[src/rtl/time_counter_pkg.sv]
// Shared definitions for the HH:MM:SS timekeeping block.
// Contents: BCD digit type, per-field digit limits, two-digit BCD increment helper.
// No ports; pure types, constants and a combinational function.
package time_counter_pkg;

   localparam int BCD_W = 4;

   typedef logic [BCD_W-1:0] bcd_t;

   // Field limits in BCD. Units always roll at 9 except hours units when tens is 2.
   localparam bcd_t SEC_D_MAX      = 4'd5;
   localparam bcd_t MIN_D_MAX      = 4'd5;
   localparam bcd_t HRS_D_MAX      = 4'd2;
   localparam bcd_t HRS_U_MAX_AT_2 = 4'd3;
   localparam bcd_t UNITS_MAX      = 4'd9;

   typedef struct packed {
      bcd_t tens;
      bcd_t units;
   } bcd_pair_t;

   typedef struct packed {
      logic      carry;
      bcd_pair_t val;
   } bcd_inc_t;

   // Increment a two-digit BCD field. The field wraps to 00 (with carry out)
   // when it sits at {tens_max, units_last}; otherwise units roll 9 -> 0 into tens.
   function automatic bcd_inc_t bcd_pair_inc(input bcd_pair_t v,
                                             input bcd_t      tens_max,
                                             input bcd_t      units_last);
      bcd_inc_t r;
      r.carry = 1'b0;
      r.val   = v;
      if ((v.tens == tens_max) && (v.units == units_last)) begin
         r.val   = '0;
         r.carry = 1'b1;
      end else if (v.units >= UNITS_MAX) begin
         r.val.tens  = v.tens + 1'b1;
         r.val.units = '0;
      end else begin
         r.val.units = v.units + 1'b1;
      end
      return r;
   endfunction

endpackage

[src/rtl/time_counter_button_debounce.sv]
// Button conditioner: 2-FF sync, debounce, rising-edge pulse, auto-repeat while held.
// Ports: clk, reset (sync, active-high), btn_raw (async) -> adj_pulse (1-cycle pulse).
// Latency: raw edge to pulse DEBOUNCE_CYCLES+2 cycles; no backpressure, pulses are fire-and-forget.
module button_debounce
   import time_counter_pkg::*;
#(
   parameter int DEBOUNCE_CYCLES = 65_536,
   parameter int REPEAT_CYCLES   = 15_750_000
) (
   input  logic clk,
   input  logic reset,
   input  logic btn_raw,
   output logic adj_pulse
);

   localparam int DW = $clog2(DEBOUNCE_CYCLES + 1);
   localparam int RW = $clog2(REPEAT_CYCLES + 1);
   localparam logic [DW-1:0] DB_LAST  = DW'(DEBOUNCE_CYCLES - 1);
   localparam logic [RW-1:0] REP_LAST = RW'(REPEAT_CYCLES - 1);

   logic          sync1_q, sync1_d;
   logic          sync2_q, sync2_d;
   logic          level_q, level_d;
   logic          level_prev_q, level_prev_d;
   logic [DW-1:0] db_cnt_q, db_cnt_d;
   logic [RW-1:0] rep_cnt_q, rep_cnt_d;
   logic          rise;
   logic          rep_fire;

   always_comb begin
      sync1_d      = btn_raw;
      sync2_d      = sync1_q;
      level_d      = level_q;
      db_cnt_d     = db_cnt_q;
      level_prev_d = level_q;

      // Any sample agreeing with the accepted level restarts the stability window.
      if (sync2_q == level_q) begin
         db_cnt_d = '0;
      end else if (db_cnt_q == DB_LAST) begin
         level_d  = ~level_q;
         db_cnt_d = '0;
      end else begin
         db_cnt_d = db_cnt_q + 1'b1;
      end

      rise     = level_q & ~level_prev_q;
      rep_fire = level_q & ~rise & (rep_cnt_q == REP_LAST);

      // The press pulse restarts the repeat interval so every repeat is a full period apart.
      if (!level_q || rise || rep_fire) begin
         rep_cnt_d = '0;
      end else begin
         rep_cnt_d = rep_cnt_q + 1'b1;
      end

      adj_pulse = rise | rep_fire;
   end

   always_ff @(posedge clk) begin
      if (reset) begin
         sync1_q      <= 1'b0;
         sync2_q      <= 1'b0;
         level_q      <= 1'b0;
         level_prev_q <= 1'b0;
         db_cnt_q     <= '0;
         rep_cnt_q    <= '0;
      end else begin
         sync1_q      <= sync1_d;
         sync2_q      <= sync2_d;
         level_q      <= level_d;
         level_prev_q <= level_prev_d;
         db_cnt_q     <= db_cnt_d;
         rep_cnt_q    <= rep_cnt_d;
      end
   end

endmodule

[src/rtl/time_counter.sv]
// 24 h BCD clock: 1 Hz prescaler, seconds/minutes/hours carry chain, three adjust buttons.
// Ports: clk, reset (sync, active-high), adj_hrs/adj_min/adj_sec (raw async) -> six BCD digits + tick_1hz.
// Latency: digits registered, update on the prescaler wrap or an adjust pulse; no backpressure.
module time_counter
   import time_counter_pkg::*;
#(
   parameter int CLK_HZ          = 31_500_000,
   parameter int DEBOUNCE_CYCLES = 65_536,
   parameter int REPEAT_CYCLES   = 15_750_000
) (
   input  logic       clk,
   input  logic       reset,
   input  logic       adj_hrs,
   input  logic       adj_min,
   input  logic       adj_sec,
   output logic [3:0] hrs_d,
   output logic [3:0] hrs_u,
   output logic [3:0] min_d,
   output logic [3:0] min_u,
   output logic [3:0] sec_d,
   output logic [3:0] sec_u,
   output logic       tick_1hz
);

   localparam int PW = $clog2(CLK_HZ + 1);
   localparam logic [PW-1:0] PRESC_LAST = PW'(CLK_HZ - 1);

   logic [PW-1:0] presc_q, presc_d;
   bcd_pair_t     seconds_q, seconds_d;
   bcd_pair_t     minutes_q, minutes_d;
   bcd_pair_t     hours_q, hours_d;
   logic          tick_1hz_q, tick_1hz_d;

   logic          adj_hrs_p, adj_min_p, adj_sec_p;
   logic          tick;
   logic          sec_carry, min_carry;
   bcd_inc_t      sec_inc, min_inc, hrs_inc;

   button_debounce #(.DEBOUNCE_CYCLES(DEBOUNCE_CYCLES), .REPEAT_CYCLES(REPEAT_CYCLES)) u_db_hrs (
      .clk       (clk),
      .reset     (reset),
      .btn_raw   (adj_hrs),
      .adj_pulse (adj_hrs_p)
   );

   button_debounce #(.DEBOUNCE_CYCLES(DEBOUNCE_CYCLES), .REPEAT_CYCLES(REPEAT_CYCLES)) u_db_min (
      .clk       (clk),
      .reset     (reset),
      .btn_raw   (adj_min),
      .adj_pulse (adj_min_p)
   );

   button_debounce #(.DEBOUNCE_CYCLES(DEBOUNCE_CYCLES), .REPEAT_CYCLES(REPEAT_CYCLES)) u_db_sec (
      .clk       (clk),
      .reset     (reset),
      .btn_raw   (adj_sec),
      .adj_pulse (adj_sec_p)
   );

   always_comb begin
      tick = (presc_q == PRESC_LAST);

      // adj_sec realigns the second boundary: prescaler restarts and the tick is swallowed.
      presc_d    = (tick || adj_sec_p) ? '0 : presc_q + 1'b1;
      tick_1hz_d = tick & ~adj_sec_p;

      sec_inc = bcd_pair_inc(seconds_q, SEC_D_MAX, UNITS_MAX);
      min_inc = bcd_pair_inc(minutes_q, MIN_D_MAX, UNITS_MAX);
      hrs_inc = bcd_pair_inc(hours_q, HRS_D_MAX, HRS_U_MAX_AT_2);

      seconds_d = seconds_q;
      sec_carry = 1'b0;
      if (adj_sec_p) begin
         seconds_d = '0;
      end else if (tick) begin
         seconds_d = sec_inc.val;
         sec_carry = sec_inc.carry;
      end

      // An adjusted field advances by exactly one; a coincident carry into it is dropped
      // and does not propagate further up.
      minutes_d = minutes_q;
      min_carry = 1'b0;
      if (adj_min_p) begin
         minutes_d = min_inc.val;
      end else if (sec_carry) begin
         minutes_d = min_inc.val;
         min_carry = min_inc.carry;
      end

      hours_d = hours_q;
      if (adj_hrs_p || min_carry) begin
         hours_d = hrs_inc.val;
      end
   end

   always_ff @(posedge clk) begin
      if (reset) begin
         presc_q    <= '0;
         seconds_q  <= '0;
         minutes_q  <= '0;
         hours_q    <= '0;
         tick_1hz_q <= 1'b0;
      end else begin
         presc_q    <= presc_d;
         seconds_q  <= seconds_d;
         minutes_q  <= minutes_d;
         hours_q    <= hours_d;
         tick_1hz_q <= tick_1hz_d;
      end
   end

   assign hrs_d    = hours_q.tens;
   assign hrs_u    = hours_q.units;
   assign min_d    = minutes_q.tens;
   assign min_u    = minutes_q.units;
   assign sec_d    = seconds_q.tens;
   assign sec_u    = seconds_q.units;
   assign tick_1hz = tick_1hz_q;

endmodule

[config.mk]
export PLATFORM = sky130hd
export DESIGN_NAME = time_counter
export DESIGN_NICKNAME = d
export VERILOG_FILES = /design/src/rtl/time_counter_pkg.sv /design/src/rtl/time_counter_button_debounce.sv /design/src/rtl/time_counter.sv
export SDC_FILE = /design/constraint.sdc
export NUM_CORES = 1
export LEC_CHECK = 0
export ABC_AREA = 0
export CORE_ASPECT_RATIO = 0.9
export CORE_MARGIN = 10
export CORE_UTILIZATION = 50
export CTS_CLUSTER_SIZE = 40
export DETAILED_ROUTE_END_ITERATION = 12
export PLACE_DENSITY = 0.7
export SLEW_MARGIN = 20
export SYNTH_ARGS = -nofsm -noshare
export SYNTH_HDL_FRONTEND = slang
export SYNTH_SLANG_ARGS = --single-unit
[constraint.sdc]
create_clock -name clk -period 3.4 [get_ports clk]
set_clock_uncertainty 0.1 [all_clocks]
set_input_delay 0.68 -clock clk [delete_from_list [all_inputs] [get_ports clk]]
set_output_delay 0.68 -clock clk [all_outputs]
set_load 0.1 [all_outputs]
==> results, run 1 <==
- The max-slew violation total from the final report is 0.
- The layer flagged by global routing as most heavily used is met2.
- The number of antenna diodes is 0.
- The required time at the worst-slack endpoint is 3.62 ns.
- The global-route met2 utilization is between 20% and 30%.
- The first global-routing pass estimated between 20 and 30 mm of wire.
- The global-route met3 utilization is under 10%.
- The number of buffers inserted during clock tree synthesis is 17.
- The tool flagged a number of max-cap violations equal to 0.
- The via count of the first global-routing pass is around 5500.
- The number of iterations in the first detailed-routing pass is 5.
- In the final layout, the share of cells above drive strength 1 is 8.74%.
- The post-place instance area is 0.00865 sq mm.
- Counting along the longest clock path gives a buffer depth of 2.
- Hold repair after CTS inserted 0 buffers.
- In the final layout, flip-flops and latches occupy around 0.0037 sq mm.
- The post-detailed-placement half-perimeter wirelength is between 10 and 15 mm.
- The cell row count is between 40 and 50.
- Measured along the x axis, the die boundary spans about 150 um.
- The area of the multi-input gates is between 0.004 and 0.005 sq mm.
- The maximum single-stage delay on the critical path is about 0.53 ns.
- The detailed-route DRC error count is 0.
- The vertical die dimension is roughly 140 um.
- The run finished with clean final reports.
- Entering global routing, the biggest net connects 25 pins.
- STA classifies the critical path startpoint as a flip-flop.
- Setup violations remaining at the end of the flow were counted as 0.
- Once layout is done, the placed cells without fillers occupy 0.00921 sq mm.
- Counting flops with a built-in enable in the synthesized netlist gives 0.
- The routed design has approximately 15 mm of wire.
- The worst min-delay path class is flip-flop to flip-flop.
- The post-synthesis cell count is 929.
- The netlist uses 55 different library cells.
- The placer's final routability congestion estimate is roughly 0.79.
- The die area is between 0.02 and 0.025 sq mm.
- The total number of vias is between 6000 and 7000.
- The clock tree synthesis step divided the H-tree into 4 levels.
- In this run the cell area of the synthesized design comes to 0.00818 sq mm.
- The timing-limited maximum frequency is ~0.36 GHz.
- After global routing the overflow that remains totals 0.
- The cell at the root of the clock tree is sky130_fd_sc_hd__clkbuf_16.
- For this design, the sink count on the clock tree is roughly 190.
- The setup fix buffers added after clock tree synthesis is 0.
- The most used flip-flop cell after synthesis is sky130_fd_sc_hd__dfxtp_1.
- The TritonCTS clock tree is built.
- Summed over all cells, the static leakage comes to ~3.2 nW.
- The initial utilization of the core area, before any placement, comes to 50.9%.
- Setup repair after global routing left no endpoint under its margin.
- The mean area per synthesized cell is between 8 and 9 sq um.
- The number of failing hold endpoints at the final stage is 0.
- The post-detailed-route via-to-cell ratio is around 5.2.
- VDD sags by at most about 0.47 mV.
- The filler cells instantiated in the layout total 1473.
- At the pin with the least slew margin, the transition time is between 0.9 and 1 ns.
- The clock-pin slew on the worst setup and hold paths is about 0.07 ns.
- The met1 track utilization from global routing is between 10% and 20%.
- For this run, asynchronously set or reset flops after synthesis account for 0%.
- The number of DRC violations after detailed-routing iteration 0 is ~280.
- The initial antenna violation count was 0.
- After detailed routing, the average wire length per cell comes to 12.5 um.
- The power per unit of standard cell area is 444 mW/mm^2.
- The detail route stage leaves a number of antenna-violating nets equal to 0.
- At the later pin of the worst-skew pair, clock insertion delay measures between 0.4 and 0.5 ns.
- The arrival time at the worst endpoint is between 2 and 3 ns.
- The total of warnings raised by yosys is 0.
- The ratio of final minimum period to clock period is 81.1%.
- The kind of cell adding the most delay to the critical path is simple AND/OR/NAND/NOR gates.
- Subtracting the final worst setup slack from the clock period gives 2.76 ns.
- The final net count is 990.
- The number of register bits inferred by synthesis is approximately 190.
- Gates resized during post-CTS repair numbered 0.
- The number of nets produced by synthesis is between 900 and 1000.
- 30 I/O pins were placed.
- By startpoint and endpoint, the worst setup path is classified as flip-flop to flip-flop.
- The cell type of the slowest stage on the worst timing path is sky130_fd_sc_hd__or4_1.
- Together, buffers and inverters on the worst path number 0.
- The largest fanout of any net on the critical path is 5.
- The number of I/O port buffers is 29.
- Summing the sequential cell areas from Yosys gives ~45% of the chip area.
- Traced cell by cell, the critical path runs through or4_1 > or4_4 > nor3_1 > nand4bb_1 > a21oi_1 > mux2_2.
- Headroom to the max-slew limit came out at between 30% and 40%.
- The aggregate global-route resource usage is about 14%.
- The element type at the critical path end is a flip-flop.
- The final sum of negative setup slack is 0 ns.
- The core region area is ~0.016 sq mm.
- The synthesis-to-finish area growth is 12.6%.
metrics by stage:
step / std cells / setup slack, ns / hold WS (ns) / util (%) / power (mW)
final: 1180 / 0.641 / 0.342 / 57.3 / 4.09
after global routing: 1180 / 0.563 / 0.354 / 57.3 / 4.25
after CTS: 1180 / 0.652 / 0.343 / 57.3 / 4.14
after detailed placement: 1148 / 0.667 / 0.330 / 53.8 / 2.27
after global placement: 1148 / 0.685 / 0.323 / 53.8 / 2.27
after floorplan: 929 / 0.301 / 0.313 / - / 2.25
cells by family after synthesis:
group,synth area share (%)
mux,0.872
flops,45.3
simple gates,28.7
compound gates,5.20
fa+ha+maj,3.82
xor+xnor,13.4
buf+inv,2.75
path summary, 6_finish.rpt:
path,from,to,slack (ns),cells after the start
setup / recovery,presc_q[19],hrs_d[3],0.64,6
hold / removal,presc_q[0],presc_q[0],0.34,1
setup reg to reg,presc_q[19],hrs_d[3],0.64,6
hold reg to reg,presc_q[0],presc_q[0],0.34,1
final cells by class:
| class | instances | share of cell area [%] |
|---|---|---|
| inverters | 30 | 1.22 |
| clock inverters | 15 | 1.44 |
| well taps | 207 | 2.81 |
| repair buffers | 41 | 3.45 |
| flip-flops and latches | 185 | 40.2 |
| multi-input cells | 685 | 46.3 |
| clock buffers | 17 | 4.62 |
power by group:
part	internal, mW	total [mW]	switching, mW
registers	2.17	2.18	0.00468
logic	0.0154	0.0397	0.0243
clock network	0.964	1.88	0.912
sequential cells by signal (all words and copies together) (netlist names), 17 cells and up:
register / count
u_db_sec.db_cnt_q: 17
u_db_min.db_cnt_q: 17
u_db_hrs.rep_cnt_q: 24
u_db_hrs.db_cnt_q: 17
u_db_min.rep_cnt_q: 24
presc_q: 25
u_db_sec.rep_cnt_q: 24
worst reg2reg max path: cells and delay by family, from the launching register on:
| kind | cells | cell delay [ns] |
|---|---|---|
| and+or+nand+nor | 4 | 1.64 |
| AOI/OAI and AO/OA | 1 | 0.23 |
| muxes | 1 | 0.34 |
| DFF | 1 | 0.34 |
metal layers:
metal / routed length, um / part of all wire [%]
met5: 0 / 0
met4: 182 / 1.2
met3: 563 / 3.8
met2: 6620 / 45
met1: 7430 / 50
cell usage after synthesis (13+ instances only):
cell type / number / share of area, %
sky130_fd_sc_hd__or3_1: 13 / 0.99
sky130_fd_sc_hd__xnor2_1: 42 / 4.5
sky130_fd_sc_hd__nand3_1: 66 / 4.0
sky130_fd_sc_hd__nor2_1: 174 / 8.0
sky130_fd_sc_hd__xor2_1: 83 / 8.9
sky130_fd_sc_hd__nor3_1: 13 / 0.80
sky130_fd_sc_hd__nor2b_1: 14 / 1.1
sky130_fd_sc_hd__ha_1: 25 / 3.8
sky130_fd_sc_hd__dfxtp_1: 185 / 45
sky130_fd_sc_hd__and3_1: 32 / 2.4
sky130_fd_sc_hd__clkbuf_1: 26 / 1.2
sky130_fd_sc_hd__nand4_1: 32 / 2.4
sky130_fd_sc_hd__nand2_1: 59 / 2.7
sky130_fd_sc_hd__a21oi_1: 27 / 1.7
sky130_fd_sc_hd__inv_1: 30 / 1.4
placed cells by master (no fill, tap or decap), types with 7 or more instances in the layout:
| cell type | count |
|---|---|
| sky130_fd_sc_hd__or3_1 | 13 |
| sky130_fd_sc_hd__buf_4 | 37 |
| sky130_fd_sc_hd__nand2_1 | 59 |
| sky130_fd_sc_hd__nor3_1 | 13 |
| sky130_fd_sc_hd__nand4_1 | 32 |
| sky130_fd_sc_hd__ha_1 | 25 |
| sky130_fd_sc_hd__nor2b_1 | 14 |
| sky130_fd_sc_hd__o21ai_0 | 10 |
| sky130_fd_sc_hd__nand3_1 | 66 |
| sky130_fd_sc_hd__dfxtp_1 | 185 |
| sky130_fd_sc_hd__xnor2_1 | 42 |
| sky130_fd_sc_hd__and2_1 | 7 |
| sky130_fd_sc_hd__nor2_1 | 174 |
| sky130_fd_sc_hd__inv_1 | 30 |
| sky130_fd_sc_hd__clkbuf_16 | 17 |
| sky130_fd_sc_hd__and3_1 | 32 |
| sky130_fd_sc_hd__a21oi_1 | 27 |
| sky130_fd_sc_hd__xor2_1 | 83 |
| sky130_fd_sc_hd__nor4b_1 | 8 |
No activity file was read; power rests on OpenSTA's default activity.
==> run 2: changes to the inputs <==
--- a/config.mk
+++ b/config.mk
@@ -11,7 +11,7 @@
 export CORE_UTILIZATION = 50
 export CTS_CLUSTER_SIZE = 40
 export DETAILED_ROUTE_END_ITERATION = 12
-export PLACE_DENSITY = 0.7
+export PLACE_DENSITY = 0.73
 export SLEW_MARGIN = 20
 export SYNTH_ARGS = -nofsm -noshare
 export SYNTH_HDL_FRONTEND = slang
==> constraint.sdc (replaced) <==
create_clock -name clk -period 2.47 [get_ports clk]
set_clock_uncertainty 0.1 [all_clocks]
set_input_delay 0.494 -clock clk [delete_from_list [all_inputs] [get_ports clk]]
set_output_delay 0.494 -clock clk [all_outputs]
set_load 0.1 [all_outputs]
==> run 2 against run 1 <==
The run now ends with setup timing left. Register-to-register slack lost 0.74 ns. Die area is the same. Cell count increased by 3.3%. Design area rose by 4.0%. Critical path depth did not move.
==> results, run 2 (synthesis results as in run 1) <==
- The library cell appearing most often on the critical path is sky130_fd_sc_hd__or4_4.
- The startpoint of the worst-slack reg-to-reg timing path is presc_q[19] (unchanged).
- The pin count of the biggest net entering global routing is 25 (unchanged).
- The placer's final routability congestion estimate came to 0.790 (was 0.787).
- The maximum vdd drop is 0.508 mV (was 0.471 mV).
- The post-place instance area was 0.00900 sq mm (was 0.00865 sq mm).
- The total number of clock tree sinks is 185 (unchanged).
- The checks that failed: setup timing.
- The detailed-route DRC error count is 0 (unchanged).
- The cell at the root of the clock tree is sky130_fd_sc_hd__clkbuf_16 (unchanged).
- The flip-flop count of the largest register, all copies and words added came to 25 (unchanged).
- The startpoint kind of the worst setup timing path is a flip-flop (unchanged).
- The register cell area after layout came to 0.00373 sq mm (was 0.00370 sq mm).
- The total number of vias is 6285 (was 6117).
- The level count of the clock H-tree is 4 (unchanged).
- The die boundary width is 155 um (unchanged).
- The number of buffers inserted during clock tree synthesis is 17 (unchanged).
- The count of max-cap constraint violations is 0 (unchanged).
- The number of failing hold endpoints at the final stage is 0 (unchanged).
- The instance count after placement with tap cells included is 1186 (was 1148).
- The initial antenna violation count is 0 (unchanged).
- Top library cells by usage in the layout, fill and taps aside: sky130_fd_sc_hd__nor2_1 (174), sky130_fd_sc_hd__dfxtp_1 (167), sky130_fd_sc_hd__xor2_1 (83) (was sky130_fd_sc_hd__dfxtp_1 (185), sky130_fd_sc_hd__nor2_1 (174), sky130_fd_sc_hd__xor2_1 (83)).
- The later-pin clock latency in the skew report was 0.43 ns (was 0.44 ns).
- The cell type of the slowest stage on the worst timing path is sky130_fd_sc_hd__or4_4 (was sky130_fd_sc_hd__or4_1).
- The slack of the critical path is -0.102 ns (was 0.641 ns).
- The register with the most flip-flops is presc_q (unchanged).
- The logic depth of the worst path, buffers included is 6 (unchanged).
- The worst setup path endpoint is min_d[0] (was hrs_d[3]).
- The number of buffers on the longest clock path is 2 (unchanged).
- The number of non-filler instances in the completed layout is 1219 (was 1180).
- The number of iterations in the first detailed-routing pass is 5 (unchanged).
- The worst min-delay path class is flip-flop to flip-flop (unchanged).
- The remaining max-slew budget at the tightest pin came to 50.0% (was 39.2%).
- The post-route minimum period is 2.57 ns (was 2.76 ns).
- The die area is 0.0219 sq mm (unchanged).
- The number of DRC violations after detailed-routing iteration 0 came to 334 (was 281).
- The critical path class is flip-flop to flip-flop (unchanged).
- The number of inserted filler cells in the final layout was 1413 (was 1473).
- The number of cells traversed by the worst register-to-register path was 6 (unchanged).
- The remaining number of nets flagged by the antenna check after routing is 0 (unchanged).
- The amount of wire on met2 after detailed routing came to 7.11 mm (was 6.62 mm).
- The startpoint of the most critical setup path is presc_q[19] (unchanged).
- The aggregate global-route resource usage is 14.9% (was 13.7%).
- The TritonCTS clock tree is built (unchanged).
- The number of I/O port buffers is 29 (unchanged).
- The area of all placed cells without fillers is 0.00958 sq mm (was 0.00921 sq mm).
- The maximum single-stage delay on the critical path is 0.54 ns (was 0.53 ns).
- The uppermost signal routing layer after detailed routing was met4 (unchanged).
- The via count of the first global-routing pass came to 6030 (was 5528).
- CP cell instances: or4_1 > or4_4 > or4_4 > o22ai_4 > mux2i_1 > nor2_1 (was or4_1 > or4_4 > nor3_1 > nand4bb_1 > a21oi_1 > mux2_2).
- The flop-to-flop setup slack is -0.10 ns (was 0.64 ns).
- The largest fanout of any net on the critical path came to 7 (was 5).
- The max-slew violation total from the final report came to 0 (unchanged).
- The final net count is 1029 (was 990).
- The timing-limited maximum frequency was 0.389 GHz (was 0.362 GHz).
- The synthesis-to-finish area growth came to 17.1% (was 12.6%).
- The power per unit of standard cell area is 576 mW/mm^2 (was 444 mW/mm^2).
- The routed wire length per instance is 12.9 um (was 12.5 um).
- The element type at the critical path end is a flip-flop (unchanged).
- The commonest non-fill, non-tap cell in the layout is sky130_fd_sc_hd__nor2_1 (was sky130_fd_sc_hd__dfxtp_1).
- The detailed-route wire length on metal 1 is 7.83 mm (was 7.43 mm).
- The post-detailed-placement half-perimeter wirelength came to 10.9 mm (was 10.2 mm).
- The post-detailed-route via-to-cell ratio is 5.16 (was 5.18).
- The starting density of the core is 50.9% (unchanged).
- The required time at the worst-slack endpoint is 2.69 ns (was 3.62 ns).
- Result of the run: complete, but fails checks (was finished, final reports clean).
- The count of hold buffers inserted by post-cts repair is 0 (unchanged).
- The core region area is 0.0161 sq mm (unchanged).
- The clock-pin slew on the worst setup and hold paths is 0.06 ns (was 0.07 ns).
- The cell row count is 44 (unchanged).
- The power consumption is 5.52 mW (was 4.09 mW).
- The ratio of final minimum period to clock period is 104% (was 81.1%).
- The slew of the pin with the lowest slew margin came to 0.748 ns (was 0.910 ns).
- The number of placed I/O pins is 30 (unchanged).
- The share of layout cells above drive strength 1 is 14.6% (was 8.74%).
- The kind of cell adding the most delay to the critical path is simple AND/OR/NAND/NOR gates (unchanged).
- The startpoint of the lowest-slack hold path is u_db_sec.sync1_q (was presc_q[0]).
- The total setup violations reported at the end of the flow is 6 (was 0).
- The total wire length came to 15.7 mm (was 14.8 mm).
- The capturing point of the worst reg2reg path was min_d[0] (was hrs_d[3]).
- The buffer and inverter count on the worst path came to 0 (unchanged).
- The arrival time at the worst endpoint is 2.79 ns (was 2.98 ns).
- The global-route congestion overflow total was 0 (unchanged).
- The vertical die dimension was 141 um (unchanged).
- The total leakage power is 3.41 nW (was 3.17 nW).
- The wire length of the first global-routing pass is 27.9 mm (was 25.4 mm).
- The area of the multi-input gates came to 0.00431 sq mm (was 0.00426 sq mm).
- The number of antenna diodes is 0 (unchanged).
- The routed length on met3 is 557 um (was 563 um).
- Setup repair after global routing missed its margin: true (was false).
run 2: cell count changes in the layout (fill, tap and decap cells not counted), moves of 3 or more:
cell                       before  now
sky130_fd_sc_hd__buf_4         37   74
sky130_fd_sc_hd__dfxtp_1      185  167
sky130_fd_sc_hd__dfxtp_2        0   15
sky130_fd_sc_hd__clkbuf_1       0    5
sky130_fd_sc_hd__inv_6          5    0
sky130_fd_sc_hd__clkbuf_8       0    3
sky130_fd_sc_hd__clkinv_2       1    4
sky130_fd_sc_hd__clkinv_4       4    1
sky130_fd_sc_hd__dfxtp_4        0    3
sky130_fd_sc_hd__inv_8          3    0
sky130_fd_sc_hd__or3_1         13   10
sky130_fd_sc_hd__or3_4          0    3
run 2: how the worst min path moves through the flow:
| stage | end | cells past startpoint |
|---|---|---|
| after detailed placement | u_db_min.sync2_q | 1 |
| final | u_db_sec.sync2_q | 1 |
| after global routing | u_db_sec.sync2_q | 1 |
| after CTS | u_db_sec.sync2_q | 1 |
| after global placement | u_db_sec.sync2_q | 1 |
| after floorplan | presc_q[0] | 1 |
run 2: repair_timing:
action                     in CTS  in global routing
gates resized for setup         3                  7
setup endpoints to repair       5                 48
cloned                          0                  0
pin swaps                       1                 12
buffers inserted                1                  0
run 2: through the flow:
| step | util [%] | setup TNS, ns | setup WS [ns] | hold WS, ns |
|---|---|---|---|---|
| finish | 59.6 | -0.399 | -0.102 | 0.337 |
| CTS | 59.4 | -0.648 | -0.0972 | 0.344 |
| floorplan | - | -0.0297 | -0.0143 | 0.313 |
| global route | 59.6 | -1.47 | -0.171 | 0.362 |
| detailed placement | 56.0 | -0.317 | -0.0884 | 0.327 |
| global placement | 56.0 | -0.187 | -0.0674 | 0.322 |
run 2: routing by layer:
layer / GRT usage [%] / up-vias
met3: 4.74 / 15
li1: - / 3304
met1: 19.4 / 2911
met2: 23.1 / 55
met4: 4.37 / 0
met5: 0 / -
run 2: report_power, final:
group / switching, mW / total [mW] / leakage (nW) / internal, mW
Sequential: 0.00667 / 3.00 / 1.50 / 2.99
Combinational: 0.0344 / 0.0618 / 1.64 / 0.0274
Clock: 1.10 / 2.46 / 0.261 / 1.36
Total: 1.14 / 5.52 / 3.41 / 4.38
run 2: final cells by class:
| cell class | count | share of cell area (%) |
|---|---|---|
| clock buffer | 25 | 5.07 |
| clock inverter | 7 | 0.444 |
| inverter | 30 | 1.18 |
| multi-input combinational | 685 | 45.0 |
| sequential | 185 | 39.0 |
| tap | 207 | 2.70 |
| timing repair buffer | 80 | 6.63 |
run 2: worst register-to-register path, stage by stage (launching register included):
cell                      delay [ns]
sky130_fd_sc_hd__dfxtp_2        0.32
sky130_fd_sc_hd__or4_1          0.51
sky130_fd_sc_hd__or4_4          0.45
sky130_fd_sc_hd__or4_4          0.55
sky130_fd_sc_hd__o22ai_4        0.26
sky130_fd_sc_hd__mux2i_1        0.23
sky130_fd_sc_hd__nor2_1         0.05
